--- config.mk ---
export PLATFORM = sky130hd
export DESIGN_NAME = ov7670_pixel_capture
export DESIGN_NICKNAME = d
export VERILOG_FILES = /design/src/rtl/ov7670_pixel_capture.sv
export SDC_FILE = /design/constraint.sdc
export NUM_CORES = 1
export LEC_CHECK = 0
export ABC_AREA = 1
export CAP_MARGIN = 15
export CELL_PAD_IN_SITES_DETAIL_PLACEMENT = 1
export CELL_PAD_IN_SITES_GLOBAL_PLACEMENT = 1
export CORE_MARGIN = 4
export CORE_UTILIZATION = 44
export CTS_CLUSTER_SIZE = 20
export DETAILED_ROUTE_END_ITERATION = 8
export PLACE_DENSITY_LB_ADDON = 0.1
export SYNTH_ARGS = -nofsm -noshare
export SYNTH_HDL_FRONTEND = slang
export SYNTH_SLANG_ARGS = --single-unit
--- constraint.sdc ---
create_clock -name i_Clk -period 4.5 [get_ports i_Clk]
set_input_delay 1.125 -clock i_Clk [delete_from_list [all_inputs] [get_ports i_Clk]]
set_output_delay 1.125 -clock i_Clk [all_outputs]
set_load 0.05 [all_outputs]
--- src/rtl/ov7670_pixel_capture.sv ---
`default_nettype none
// ============================================================================
// Module   : ov7670_pixel_capture
// Purpose  : Capture front-end for OV7670-class parallel cameras. Generates
//            MCLK, oversamples PCLK/VSYNC/HREF/D[7:0] in the system clock
//            domain and assembles RAW8 or 2-byte pixels with X/Y coordinates,
//            frame start/done pulses, geometry error flags and frame count.
// Ports    : i_Clk, i_Rst_n (async, active low), i_Enable (capture level)
//            i_PCLK/i_VSYNC/i_HREF/i_Data : camera pins (asynchronous)
//            o_MCLK                       : camera master clock
//            o_Pixel/o_Pixel_Valid/o_X/o_Y: pixel stream
//            o_Frame_Start/o_Frame_Done   : frame pulses
//            o_Line_Err/o_Frame_Err       : sticky geometry errors
//            o_Frame_Count, o_Busy        : status
// Revision : 1.0 - initial release
// ============================================================================
module ov7670_pixel_capture #(
  parameter int H_ACTIVE  = 640,
  parameter int V_ACTIVE  = 480,
  parameter int MODE      = 1,
  parameter int BYTE_SWAP = 0,
  parameter int MCLK_DIV  = 2,
  parameter int XW        = 10,
  parameter int YW        = 9
) (
  input  logic          i_Clk,
  input  logic          i_Rst_n,
  input  logic          i_Enable,
  input  logic          i_PCLK,
  input  logic          i_VSYNC,
  input  logic          i_HREF,
  input  logic [7:0]    i_Data,
  output logic          o_MCLK,
  output logic [15:0]   o_Pixel,
  output logic          o_Pixel_Valid,
  output logic [XW-1:0] o_X,
  output logic [YW-1:0] o_Y,
  output logic          o_Frame_Start,
  output logic          o_Frame_Done,
  output logic          o_Line_Err,
  output logic          o_Frame_Err,
  output logic [15:0]   o_Frame_Count,
  output logic          o_Busy
);

  localparam int            CW       = (MCLK_DIV > 1) ? $clog2(MCLK_DIV) : 1;
  localparam logic [CW-1:0] DIV_LAST = CW'(MCLK_DIV - 1);
  localparam logic [XW-1:0] H_MAX    = XW'(H_ACTIVE);
  localparam logic [YW-1:0] V_MAX    = YW'(V_ACTIVE);
  localparam logic          IS_RAW8  = (MODE == 0);
  localparam logic          SWAPPED  = (BYTE_SWAP != 0);

  typedef enum logic [1:0] {
    IDLE   = 2'd0,
    SYNC   = 2'd1,
    ACTIVE = 2'd2
  } state_t;

  // --------------------------------------------------------------------------
  // MCLK divider: free-running, independent of capture enable
  // --------------------------------------------------------------------------
  logic [CW-1:0] mclk_cnt;

  always_ff @(posedge i_Clk or negedge i_Rst_n) begin
    if (!i_Rst_n) begin
      mclk_cnt <= '0;
      o_MCLK   <= 1'b0;
    end else if (mclk_cnt == DIV_LAST) begin
      mclk_cnt <= '0;
      o_MCLK   <= ~o_MCLK;
    end else begin
      mclk_cnt <= mclk_cnt + 1'b1;
    end
  end

  // --------------------------------------------------------------------------
  // Two-flop synchronisers plus one history flop for edge detection.
  // HREF and Data are used from the same (second) stage as PCLK so that a
  // byte and its qualifier stay aligned with the sample event.
  // --------------------------------------------------------------------------
  logic [1:0] pclk_sync, vsync_sync, href_sync;
  logic [7:0] data_s0, data_s1;
  logic       pclk_prev, vsync_prev, href_prev;

  always_ff @(posedge i_Clk or negedge i_Rst_n) begin
    if (!i_Rst_n) begin
      pclk_sync  <= '0;
      vsync_sync <= '0;
      href_sync  <= '0;
      data_s0    <= '0;
      data_s1    <= '0;
      pclk_prev  <= 1'b0;
      vsync_prev <= 1'b0;
      href_prev  <= 1'b0;
    end else begin
      pclk_sync  <= {pclk_sync[0], i_PCLK};
      vsync_sync <= {vsync_sync[0], i_VSYNC};
      href_sync  <= {href_sync[0], i_HREF};
      data_s0    <= i_Data;
      data_s1    <= data_s0;
      pclk_prev  <= pclk_sync[1];
      vsync_prev <= vsync_sync[1];
      href_prev  <= href_sync[1];
    end
  end

  // --------------------------------------------------------------------------
  // Capture datapath decode
  // --------------------------------------------------------------------------
  state_t        state;
  logic [XW-1:0] x;
  logic [YW-1:0] y;
  logic          byte_phase;
  logic [7:0]    first_byte;

  logic          href_now, href_fall, vsync_rise, vsync_fall;
  logic          sample, pix_done, in_bounds;
  logic [15:0]   pix_word;
  logic [XW-1:0] x_inc;
  logic [YW-1:0] y_line;

  always_comb begin
    href_now   = href_sync[1];
    href_fall  = href_prev & ~href_sync[1];
    vsync_rise = vsync_sync[1] & ~vsync_prev;
    vsync_fall = vsync_prev & ~vsync_sync[1];
    sample     = pclk_sync[1] & ~pclk_prev & href_sync[1];
    pix_done   = sample & (IS_RAW8 | byte_phase);
    in_bounds  = (x < H_MAX) && (y < V_MAX);
    x_inc      = (x == H_MAX) ? x : x + 1'b1;
    // Y as it stands after a coincident line end, so frame-end checks see it
    y_line     = (href_fall && (y != V_MAX)) ? y + 1'b1 : y;
    if (IS_RAW8)
      pix_word = {8'h00, data_s1};
    else if (SWAPPED)
      pix_word = {data_s1, first_byte};
    else
      pix_word = {first_byte, data_s1};
  end

  // --------------------------------------------------------------------------
  // Capture FSM with registered outputs
  // --------------------------------------------------------------------------
  always_ff @(posedge i_Clk or negedge i_Rst_n) begin
    if (!i_Rst_n) begin
      state         <= IDLE;
      x             <= '0;
      y             <= '0;
      byte_phase    <= 1'b0;
      first_byte    <= '0;
      o_Pixel       <= '0;
      o_Pixel_Valid <= 1'b0;
      o_X           <= '0;
      o_Y           <= '0;
      o_Frame_Start <= 1'b0;
      o_Frame_Done  <= 1'b0;
      o_Line_Err    <= 1'b0;
      o_Frame_Err   <= 1'b0;
      o_Frame_Count <= '0;
    end else begin
      o_Pixel_Valid <= 1'b0;
      o_Frame_Start <= 1'b0;
      o_Frame_Done  <= 1'b0;
      case (state)
        IDLE: begin
          if (i_Enable)
            state <= SYNC;
        end
        SYNC: begin
          if (!i_Enable) begin
            state <= IDLE;
          end else if (vsync_fall) begin
            state      <= ACTIVE;
            x          <= '0;
            y          <= '0;
            byte_phase <= 1'b0;
          end
        end
        ACTIVE: begin
          if (sample && !IS_RAW8) begin
            if (!byte_phase)
              first_byte <= data_s1;
            byte_phase <= ~byte_phase;
          end
          if (pix_done) begin
            x <= x_inc;
            if (in_bounds) begin
              o_Pixel_Valid <= 1'b1;
              o_Pixel       <= pix_word;
              o_X           <= x;
              o_Y           <= y;
              if (x == '0 && y == '0) begin
                o_Frame_Start <= 1'b1;
                o_Line_Err    <= 1'b0;
                o_Frame_Err   <= 1'b0;
              end
            end else begin
              if (x >= H_MAX) o_Line_Err  <= 1'b1;
              if (y >= V_MAX) o_Frame_Err <= 1'b1;
            end
          end
          if (href_fall) begin
            if (x != H_MAX || byte_phase)
              o_Line_Err <= 1'b1;
            x          <= '0;
            byte_phase <= 1'b0;
            y          <= y_line;
          end
          if (vsync_rise) begin
            if (y_line != V_MAX) o_Frame_Err <= 1'b1;
            if (href_now)        o_Line_Err  <= 1'b1;
            o_Frame_Done  <= 1'b1;
            o_Frame_Count <= o_Frame_Count + 16'd1;
            state         <= i_Enable ? SYNC : IDLE;
          end
        end
        default: state <= IDLE;
      endcase
    end
  end

  assign o_Busy = (state != IDLE);

endmodule
`default_nettype wire

==> summary.txt <==
Worst setup path
  • Crit start category: flip-flop
  • CP Class: flip-flop to output pin
  • Crit path max fanout: 3
  • CP Data Arrival Time: 1.86 ns
  • Crit. End Element: output pin
  • CP required: 3.38 ns

Job
  • Max-cap viol count: 0

Die
  • Die area: 0.0126 mm2
  • Top Ports: 72
  • Die H: 112 um
  • Die Width: 112 um
  • Core Box Area: 0.0105 mm2
  • Initial Utilization: 0.457
  • FP Rows: 37

Yosys
  • Count leader, synth: nand2_1
  • Yosys warning count: 0
  • Yosys reg bits: 113
  • Most common library cells after synthesis: nand2_1 (144), dfrtp_1 (113), inv_1 (43)
  • Synth area leader: dfrtp_1
  • Cell variety after synth: 32
  • Seq/Total Area, Yosys: 0.591
  • Post-synth EDFFs: 0
  • Share of flip-flops with an asynchronous set or reset: 1.00
  • Syn Nets: 524
  • Top_reg_cell synth: dfrtp_1
  • Post-synth top area share: 0.591
  • Cells after synthesis: 505
  • Ranking of synthesized cells by area: dfrtp_1 (59%), nand2_1 (11%), o21ai_1 (4.1%), inv_1 (3.4%), xor2_1 (2.4%)
  • Netlist Area Pre-Place: 0.00478 mm2
  • Mapped Avg Cell Area: 9.47 um2

Timing
  • Part of the cycle the worst path needs: 0.664
  • Min Tclk post-route: 2.99 ns
  • Worst Clk Skew: 0.00895 ns
  • Final setup vio count: 0
  • Relative slew slack: 0.319
  • Max-slew violations: 0
  • RSZ-0062 raised after global routing: no
  • Final hold vios: 0
  • Fmax: 335 MHz
  • Setup TNS: 0 ns
  • Least-Margin Pin Slew: 1.02 ns

Routing
  • Via count: 3803
  • Antenna viol nets, final: 0
  • Vias per cell: 5.17
  • Drt pass-1 iters: 4
  • DR iter-0 viols: 173
  • Drc violations: 0
  • WL/cell: 17.0 um
  • Drt total wl: 12.5 mm

Cells and area
  • Layout Nets: 606
  • Layout cells sized above 1: 0.120
  • Area Overhead vs Synth: 30.3%
  • Fin area: 0.00623 mm2
  • Final Util: 0.596
  • Diodes inserted: 0

Clocking
  • CTS buffer count: 17
  • CTS Hold Buffers Added: 0
  • Maximum clock path buffer count: 2
  • Setup Fix Bufs, Post-CTS: 0
  • Root Driver: clkbuf_8
  • CTS sink cnt: 113
  • Worst-Skew Late Latency: 0.53 ns
  • CTS H-tree lvls: 4
  • Post-CTS Resized: 0
  • TritonCTS clock tree: built
  • Clock transition at path regs: 0.06 ns

Power
  • Total power: 3.06 mW
  • Pleak: 2.96 nW
  • PwrDens: 490 mW/mm2
  • Peak supply drop: 0.277 mV

Global routing
  • Largest net degree at the start of global routing: 79
  • Initial antenna violation count: 0
  • Vias in the first global route: 4287
  • Gr ovfl total: 0
  • GRT Total Usage: 0.215
  • First-pass GRT wire length: 21.6 mm

Status
  • Status: complete, no violations

Placement
  • Post-DP Area: 0.00562 mm2
  • Dpl hpwl: 8.11 mm
  • GPL Wtd Cong: 0.801
  • PortBufs: 71

Worst hold path
  • Hold WC Path Type: flip-flop to flip-flop
==> per-layer routing <==
layer / global-route usage / wire length [um]
met3: 0.0534 / 454
met2: 0.369 / 6450
met1: 0.262 / 5390
met4: 0.0785 / 195
met5: 0 / 0
==> power by group <==
| group | switching, mW | internal, mW | total (mW) |
|---|---|---|---|
| combinational | 0.358 | 0.174 | 0.532 |
| clock | 0.485 | 0.831 | 1.32 |
| sequential | 0.0919 | 1.12 | 1.21 |
| total | 0.935 | 2.12 | 3.06 |
==> final timing paths <==
path                               from           to  slack [ns]  cells after the start
max                            state[1]       o_Busy        1.51                      3
min                          data_s0[6]   data_s1[6]        0.34                      0
max reg2reg                href_sync[1]  o_Pixel[13]        2.44                      9
min reg2reg                  data_s0[6]   data_s1[6]        0.34                      0
max in group asynchronous       i_Rst_n         y[1]        2.85                      2
min in group asynchronous       i_Rst_n       o_Y[7]        0.75                      1
==> placed cells by master, fill, tap and decap left out, drive strengths merged <==
master and instances:
a21oi 4, buf 4, bufinv 2, clkbuf 20, clkdlybuf4s50 70, clkinv 4, clkinvlp 6, dfrtp 113
ha 5, inv 58, nand2 152, nand3 19, nand3b 2, nand4 9, nor2 33, nor3 8
nor4 5, o211ai 1, o21ai 57, o22ai 7, xnor2 8, xor2 13
==> kinds of logic (layout without fill, tap and decap cells) <==
kind of cell / Yosys count / in the layout / share of synthesized area
simple gates: 228 / 228 / 0.224
compound gates: 69 / 69 / 0.0761
buf+inv: 69 / 164 / 0.0568
xor+xnor: 21 / 21 / 0.0385
fa+ha+maj: 5 / 5 / 0.0131
flops: 113 / 113 / 0.591
==> stage by stage <==
step	worst slack [ns]	std cells	hold slack, ns
after floorplan	2.52	505	0.331
after global placement	1.82	703	0.332
after detailed placement	1.77	703	0.337
after CTS	1.48	735	0.345
after global routing	1.43	736	0.354
final	1.51	736	0.339
==> critical path: stages, from the launching register on <==
cell and delay (ns):
dfrtp_1 0.39, inv_1 0.08, nand2_1 0.07, clkdlybuf4s50_1 0.80
==> sequential cells by signal (all words and copies together) (netlist names), 8 cells and up <==
signal	count
y	9
o_Frame_Count	16
o_X	10
o_Y	9
x	10
data_s0	8
data_s1	8
o_Pixel	16
first_byte	8
==> layout make-up <==
| class | count | area [um2] |
|---|---|---|
| Clock buffer | 20 | 455 |
| Clock inverter | 12 | 133 |
| Fill cell | 1197 | 4230 |
| Inverter | 58 | 218 |
| Multi-Input combinational cell | 323 | 1680 |
| Sequential cell | 113 | 2830 |
| Tap cell | 136 | 170 |
| Timing Repair Buffer | 74 | 743 |
(Power assumes the default switching activity.)
